File: src/rtl/dword_if.sv
// dword_if: decode, memory and register-file signals of the LDW/SDW sequencer
interface dword_if #(
    parameter int DATA_W = 32,
    parameter int REG_AW = 4
);
    logic              instr_valid;
    logic [5:0]        opcode;
    logic [REG_AW-1:0] rd;
    logic [DATA_W-1:0] eff_addr;
    logic              flush;
    logic              mem_ready;
    logic [DATA_W-1:0] mem_rdata;
    logic [DATA_W-1:0] rf_rdata;
    logic              stall;
    logic              mem_en;
    logic              mem_we;
    logic [DATA_W-1:0] mem_addr;
    logic [DATA_W-1:0] mem_wdata;
    logic [REG_AW-1:0] rf_rd_addr;
    logic              rf_wr_en;
    logic [REG_AW-1:0] rf_wr_addr;
    logic [DATA_W-1:0] rf_wr_data;
    logic              busy;
    logic              done;
    logic              exception;
    modport master (
        output instr_valid, opcode, rd, eff_addr, flush, mem_ready, mem_rdata, rf_rdata,
        input  stall, mem_en, mem_we, mem_addr, mem_wdata, rf_rd_addr, rf_wr_en,
               rf_wr_addr, rf_wr_data, busy, done, exception
    );
    modport slave (
        input  instr_valid, opcode, rd, eff_addr, flush, mem_ready, mem_rdata, rf_rdata,
        output stall, mem_en, mem_we, mem_addr, mem_wdata, rf_rd_addr, rf_wr_en,
               rf_wr_addr, rf_wr_data, busy, done, exception
    );
endinterface

File: src/rtl/dword_access_seq.sv
// dword_access_seq: splits LDW/SDW into two word accesses on Rd/Rd+1, stalling decode meanwhile
module dword_access_seq #(
    parameter int DATA_W    = 32,
    parameter int REG_AW    = 4,
    parameter int OP_LDW    = 8,
    parameter int OP_SDW    = 9,
    parameter int ADDR_STEP = 4
) (
    input logic    clk,
    input logic    reset,
    dword_if.slave bus_io
);
    typedef enum logic [1:0] {IDLE, FIRST, SECOND} state_t;
    state_t            state_q;
    logic [REG_AW-1:0] rd_q;
    logic [DATA_W-1:0] addr_q;
    logic              store_q;
    logic              exc_q;
    logic              is_dw, bad, accept, act, second, ld_wr;
    logic [REG_AW-1:0] cur_reg;
    assign is_dw   = bus_io.instr_valid && !bus_io.flush &&
                     (bus_io.opcode == 6'(OP_LDW) || bus_io.opcode == 6'(OP_SDW));
    assign bad     = bus_io.rd[0] || (bus_io.eff_addr[1:0] != 2'b00);
    assign accept  = (state_q == IDLE) && is_dw && !bad;
    assign act     = state_q != IDLE;
    assign second  = state_q == SECOND;
    assign cur_reg = rd_q + REG_AW'(second);
    assign ld_wr   = act && !store_q && bus_io.mem_ready;
    // Stall rises in the accepting cycle so decode holds the instruction immediately
    always_comb begin
        bus_io.stall      = act || accept;
        bus_io.mem_en     = act;
        bus_io.mem_we     = act && store_q;
        bus_io.mem_addr   = act ? addr_q + (second ? DATA_W'(ADDR_STEP) : '0) : '0;
        bus_io.mem_wdata  = (act && store_q) ? bus_io.rf_rdata : '0;
        bus_io.rf_rd_addr = act ? cur_reg : '0;
        bus_io.rf_wr_en   = ld_wr;
        bus_io.rf_wr_addr = act ? cur_reg : '0;
        bus_io.rf_wr_data = ld_wr ? bus_io.mem_rdata : '0;
        bus_io.busy       = act;
        bus_io.done       = second && bus_io.mem_ready;
        bus_io.exception  = exc_q;
    end
    // Flush aborts only before the first access retires; a started pair always completes
    always_ff @(posedge clk or posedge reset) begin
        if (reset) begin
            state_q <= IDLE;
            rd_q    <= '0;
            addr_q  <= '0;
            store_q <= 1'b0;
            exc_q   <= 1'b0;
        end else begin
            exc_q <= (state_q == IDLE) && is_dw && bad;
            case (state_q)
                IDLE: if (accept) begin
                    state_q <= FIRST;
                    rd_q    <= bus_io.rd;
                    addr_q  <= bus_io.eff_addr;
                    store_q <= bus_io.opcode == 6'(OP_SDW);
                end
                FIRST:   state_q <= bus_io.mem_ready ? SECOND : (bus_io.flush ? IDLE : FIRST);
                SECOND:  state_q <= bus_io.mem_ready ? IDLE : SECOND;
                default: state_q <= IDLE;
            endcase
        end
    end
endmodule

File: src/flat_wrapper.sv
// flat-port wrapper written by rule: the top's interface ports become plain ports
module dword_access_seq_flat 
#(
    parameter int DATA_W    = 32,
    parameter int REG_AW    = 4,
    parameter int OP_LDW    = 8,
    parameter int OP_SDW    = 9,
    parameter int ADDR_STEP = 4
)
  (clk, reset, bus_io_instr_valid, bus_io_opcode, bus_io_rd, bus_io_eff_addr, bus_io_flush, bus_io_mem_ready, bus_io_mem_rdata, bus_io_rf_rdata, bus_io_stall, bus_io_mem_en, bus_io_mem_we, bus_io_mem_addr, bus_io_mem_wdata, bus_io_rf_rd_addr, bus_io_rf_wr_en, bus_io_rf_wr_addr, bus_io_rf_wr_data, bus_io_busy, bus_io_done, bus_io_exception);
  dword_if #(.DATA_W(DATA_W), .REG_AW(REG_AW)) bus_io_i ();
  input logic clk;
  input logic reset;
  input wire logic [$bits(bus_io_i.instr_valid)-1:0] bus_io_instr_valid;
  input wire logic [$bits(bus_io_i.opcode)-1:0] bus_io_opcode;
  input wire logic [$bits(bus_io_i.rd)-1:0] bus_io_rd;
  input wire logic [$bits(bus_io_i.eff_addr)-1:0] bus_io_eff_addr;
  input wire logic [$bits(bus_io_i.flush)-1:0] bus_io_flush;
  input wire logic [$bits(bus_io_i.mem_ready)-1:0] bus_io_mem_ready;
  input wire logic [$bits(bus_io_i.mem_rdata)-1:0] bus_io_mem_rdata;
  input wire logic [$bits(bus_io_i.rf_rdata)-1:0] bus_io_rf_rdata;
  output wire logic [$bits(bus_io_i.stall)-1:0] bus_io_stall;
  output wire logic [$bits(bus_io_i.mem_en)-1:0] bus_io_mem_en;
  output wire logic [$bits(bus_io_i.mem_we)-1:0] bus_io_mem_we;
  output wire logic [$bits(bus_io_i.mem_addr)-1:0] bus_io_mem_addr;
  output wire logic [$bits(bus_io_i.mem_wdata)-1:0] bus_io_mem_wdata;
  output wire logic [$bits(bus_io_i.rf_rd_addr)-1:0] bus_io_rf_rd_addr;
  output wire logic [$bits(bus_io_i.rf_wr_en)-1:0] bus_io_rf_wr_en;
  output wire logic [$bits(bus_io_i.rf_wr_addr)-1:0] bus_io_rf_wr_addr;
  output wire logic [$bits(bus_io_i.rf_wr_data)-1:0] bus_io_rf_wr_data;
  output wire logic [$bits(bus_io_i.busy)-1:0] bus_io_busy;
  output wire logic [$bits(bus_io_i.done)-1:0] bus_io_done;
  output wire logic [$bits(bus_io_i.exception)-1:0] bus_io_exception;
  assign bus_io_i.instr_valid = bus_io_instr_valid;
  assign bus_io_i.opcode = bus_io_opcode;
  assign bus_io_i.rd = bus_io_rd;
  assign bus_io_i.eff_addr = bus_io_eff_addr;
  assign bus_io_i.flush = bus_io_flush;
  assign bus_io_i.mem_ready = bus_io_mem_ready;
  assign bus_io_i.mem_rdata = bus_io_mem_rdata;
  assign bus_io_i.rf_rdata = bus_io_rf_rdata;
  assign bus_io_stall = bus_io_i.stall;
  assign bus_io_mem_en = bus_io_i.mem_en;
  assign bus_io_mem_we = bus_io_i.mem_we;
  assign bus_io_mem_addr = bus_io_i.mem_addr;
  assign bus_io_mem_wdata = bus_io_i.mem_wdata;
  assign bus_io_rf_rd_addr = bus_io_i.rf_rd_addr;
  assign bus_io_rf_wr_en = bus_io_i.rf_wr_en;
  assign bus_io_rf_wr_addr = bus_io_i.rf_wr_addr;
  assign bus_io_rf_wr_data = bus_io_i.rf_wr_data;
  assign bus_io_busy = bus_io_i.busy;
  assign bus_io_done = bus_io_i.done;
  assign bus_io_exception = bus_io_i.exception;
  dword_access_seq #(.DATA_W(DATA_W), .REG_AW(REG_AW), .OP_LDW(OP_LDW), .OP_SDW(OP_SDW), .ADDR_STEP(ADDR_STEP)) u_core (.clk(clk), .reset(reset), .bus_io(bus_io_i));
endmodule
File: config.mk
export PLATFORM = sky130hd
export DESIGN_NAME = dword_access_seq_flat
export DESIGN_NICKNAME = d
export VERILOG_FILES = /design/src/rtl/dword_if.sv /design/src/rtl/dword_access_seq.sv /design/src/flat_wrapper.sv
export SDC_FILE = /design/constraint.sdc
export NUM_CORES = 1
export LEC_CHECK = 0
export CAP_MARGIN = 20
export CORE_MARGIN = 4
export CORE_UTILIZATION = 37
export CTS_CLUSTER_DIAMETER = 80
export DETAILED_ROUTE_END_ITERATION = 7
export HOLD_SLACK_MARGIN = 0.02
export PLACE_DENSITY = 0.95
export SLEW_MARGIN = 20
export SYNTH_ARGS = -nofsm -noshare
export SYNTH_HDL_FRONTEND = slang
export SYNTH_SLANG_ARGS = --single-unit
File: constraint.sdc
create_clock -name clk -period 4.9 [get_ports clk]
set_clock_uncertainty 0.15 [all_clocks]
set_input_delay 0.98 -clock clk [delete_from_list [all_inputs] [get_ports clk]]
set_output_delay 0.98 -clock clk [all_outputs]
set_load 0.1 [all_outputs]
==> results by group <==
Status
  • Status: finished, final reports clean

Yosys
  • Avg Inst Size Synth: 8.97 um2
  • Sequential element share of the synthesized area: 34.3%
  • Distinct cells, synth: 36
  • Post-synth top area share: around 34%
  • Mapped Cells: 325
  • Yosys top cell by area: dfrtp_1
  • Yosys reg bits: 40
  • Area contributors post-synth: dfrtp_1 (34%), mux2_2 (11%), and2_1 (8.4%)
  • Mapped Area: 2920 um2
  • Warnings from Yosys: 0
  • Syn nets: 440

Pwr
  • Max VDD drop: 109 uV
  • Standby leakage power: between 2 and 2.5 nW
  • Pwr dens: 140 nW/um2
  • Total power: 0.706 mW

Clocking
  • CTS root buf: clkbuf_8
  • Post-CTS setup buffers: 0
  • Worst-Skew Late Latency: 0.29 ns
  • CTS Sinks: 40
  • CTS tree: built
  • Post-CTS Hold Buffers: 0
  • TritonCTS Buffers: 5
  • Post-cts resize count: 0
  • Longest Clk Path Bufs: 2
  • Clock transition at path regs: 0.08 ns
  • CTS H-tree depth: 2

Flow run
  • Max_cap viols: 0

Global route
  • Initial antenna violation count: 0
  • First-pass GRT wire length: 17.5 mm
  • All-layer global routing usage: about 23%
  • Vias in the first global route: about 3300
  • Overflow after GRT: 0
  • Largest net degree at the start of global routing: 42

Finish
  • Final design utilization: 65.4%
  • Register area: roughly 1000 um2
  • Nets: around 650
  • Area occupied by multi-input gates: 1770 um2
  • Fraction of layout cells with a size suffix above 1: between 20 and 30%
  • Antenna cells: 0
  • Area Growth Syn to Fin: 72.5%
  • Final non-filler cell total: about 640
  • Layout fillers: 651

Place
  • # port buffers: 221
  • Hpwl dp: 8.78 mm
  • Placed cell count: approximately 630
  • Dpl ws: 0.863 ns
  • RePlAce Congestion: 0.873

Floorplanning
  • Die area: about 9400 um2
  • Die Y: slightly below 100 um
  • Die width: 96.8 um
  • Core Area: just under 8000 um2
  • Initial Utilization: 37.9%
  • FP Rows: 32
  • I/O pin total: 222

Route
  • DRC violations left: 0
  • First-pass iteration count of the detailed router: 5
  • Final ANT Viol Nets: 0
  • DRT iter0 DRCs: 199
  • Via density: about 5.1
  • Avg WL per Cell: 17.3 um
  • Routed wire length: 11.0 mm
  • Via count: 3252

Setup path
  • CP Launch Type: register
  • CP max FO: 15
  • Critical Path AT: 3.18 ns
  • Crit end category: primary output
  • CP Class: reg -> out
  • Worst Path Required: ~3.8 ns

Timing
  • Final setup fails: 0
  • Post-route setup slack: 0.594 ns
  • Minimum clock period: 4.31 ns
  • Max Slew Vio Count: 0
  • Peak Freq: between 200 and 250 MHz
  • RSZ-0062 raised after global routing: false
  • Measured slew at the worst slew-check pin: 1.02 ns
  • Setup TNS Final: 0 ns
  • Fin. Hold Viols: 0
  • Rel. slew slack: a little under a third
  • Period utilization: 87.9%

Min path
  • Hold/Removal Path Class: reg -> reg
## through the flow
step	area, um2	hold slack (ns)
5_1_grt	5030	0.392
3_5_place_dp	4930	0.332
2_1_floorplan	2920	0.305
4_1_cts	5030	0.348
3_3_place_gp	4930	0.326
6_report	5030	0.346
## cell type report
class	count	area share, %
timing repair buffer	226	40.0
sequential	40	19.9
clock buffer	6	1.64
inverter	7	0.522
clock inverter	2	0.299
tap	102	2.54
multi-input combinational	252	35.1
## Yosys cell counts
cell type,instances
nor3_1,5
nand3_1,12
clkbuf_1,17
nor4_4,1
nor2_1,17
and4_1,3
buf_4,8
and3_1,34
buf_2,1
and4_2,1
nor4_1,3
dfrtp_1,40
or3_1,5
and2_1,39
nor2b_1,5
o21a_1,4
nand4_1,8
or4_4,1
or2_2,1
nand4_2,2
o31a_1,1
a21oi_1,14
xor2_1,7
o31ai_1,11
or4_1,11
mux2_1,2
or4b_1,1
inv_1,7
ha_1,4
o21ai_0,9
mux2_2,28
nand2_1,12
xnor2_1,7
o31a_2,1
or4b_2,2
o2bb2ai_1,1
## cell usage in the layout, fill, tap and decap left out, types with 5 or more instances in the layout
master and instances:
or4_1 11, nand4_1 8, inv_1 6, o31ai_1 11
and2_1 39, mux2_2 28, or3_1 5, clkdlybuf4s50_1 120
nand3_1 12, a21oi_1 14, xnor2_1 7, and3_1 34
xor2_1 7, nor2b_1 5, o21ai_0 8, nor2_1 16
clkbuf_8 6, dfrtp_1 40, buf_4 105, nand2_1 12
## state kept, by name, indices dropped and copies added (netlist names)
signal,cells
u_core.addr_q,32
u_core.state_q,2
u_core.rd_q,4
u_core.store_q,1
u_core.bus_io.exception,1
## routing by layer
| layer | part of all wire [%] | global-route usage [%] | up-vias |
|---|---|---|---|
| met5 | 0 | 0 | - |
| met4 | 1.4 | 5.40 | 0 |
| met3 | 8.4 | 7.71 | 10 |
| met2 | 52 | 40.8 | 130 |
| met1 | 38 | 26.2 | 1535 |
| li1 | - | - | 1577 |
## where the power goes
part           total (mW)  internal, mW  switching (mW)
combinational       0.120        0.0880          0.0321
clock               0.234         0.114           0.120
sequential          0.352         0.338          0.0137
total               0.706         0.540           0.166
## kinds of logic after synthesis
| kind of cell | after synthesis | synth area share [%] |
|---|---|---|
| DFF | 40 | 34.3 |
| AOI/OAI and AO/OA | 41 | 8.75 |
| muxes | 30 | 11.6 |
| xor gates and xnor gates | 14 | 4.20 |
| and+or+nand+nor | 163 | 34.1 |
| buffers and inverters | 33 | 5.32 |
| adders and majority gates | 4 | 1.72 |
## critical path, cell delays in order (launching register included)
cell,delay (ns)
dfrtp_1,0.43
nor2b_1,0.40
ha_1,0.28
and3_1,0.36
nand2_1,0.36
or4_1,0.56
a21oi_1,0.18
buf_4,0.32
## final timing paths
path | slack (ns) | startpoint | cells past startpoint | endpoint
max in group asynchronous | 3.25 | reset | 3 | u_core.bus_io.exception
worst min-delay path | 0.35 | u_core.addr_q[0] | 1 | u_core.addr_q[0]
min in group asynchronous | 0.98 | reset | 3 | u_core.addr_q[5]
worst max register to register | 2.43 | u_core.state_q[1] | 4 | u_core.rd_q[3]
worst min register to register | 0.35 | u_core.addr_q[0] | 1 | u_core.addr_q[0]
worst max-delay path | 0.59 | u_core.state_q[1] | 7 | bus_io_mem_addr[22]
Note: power is estimated with default switching activity, not from simulation.
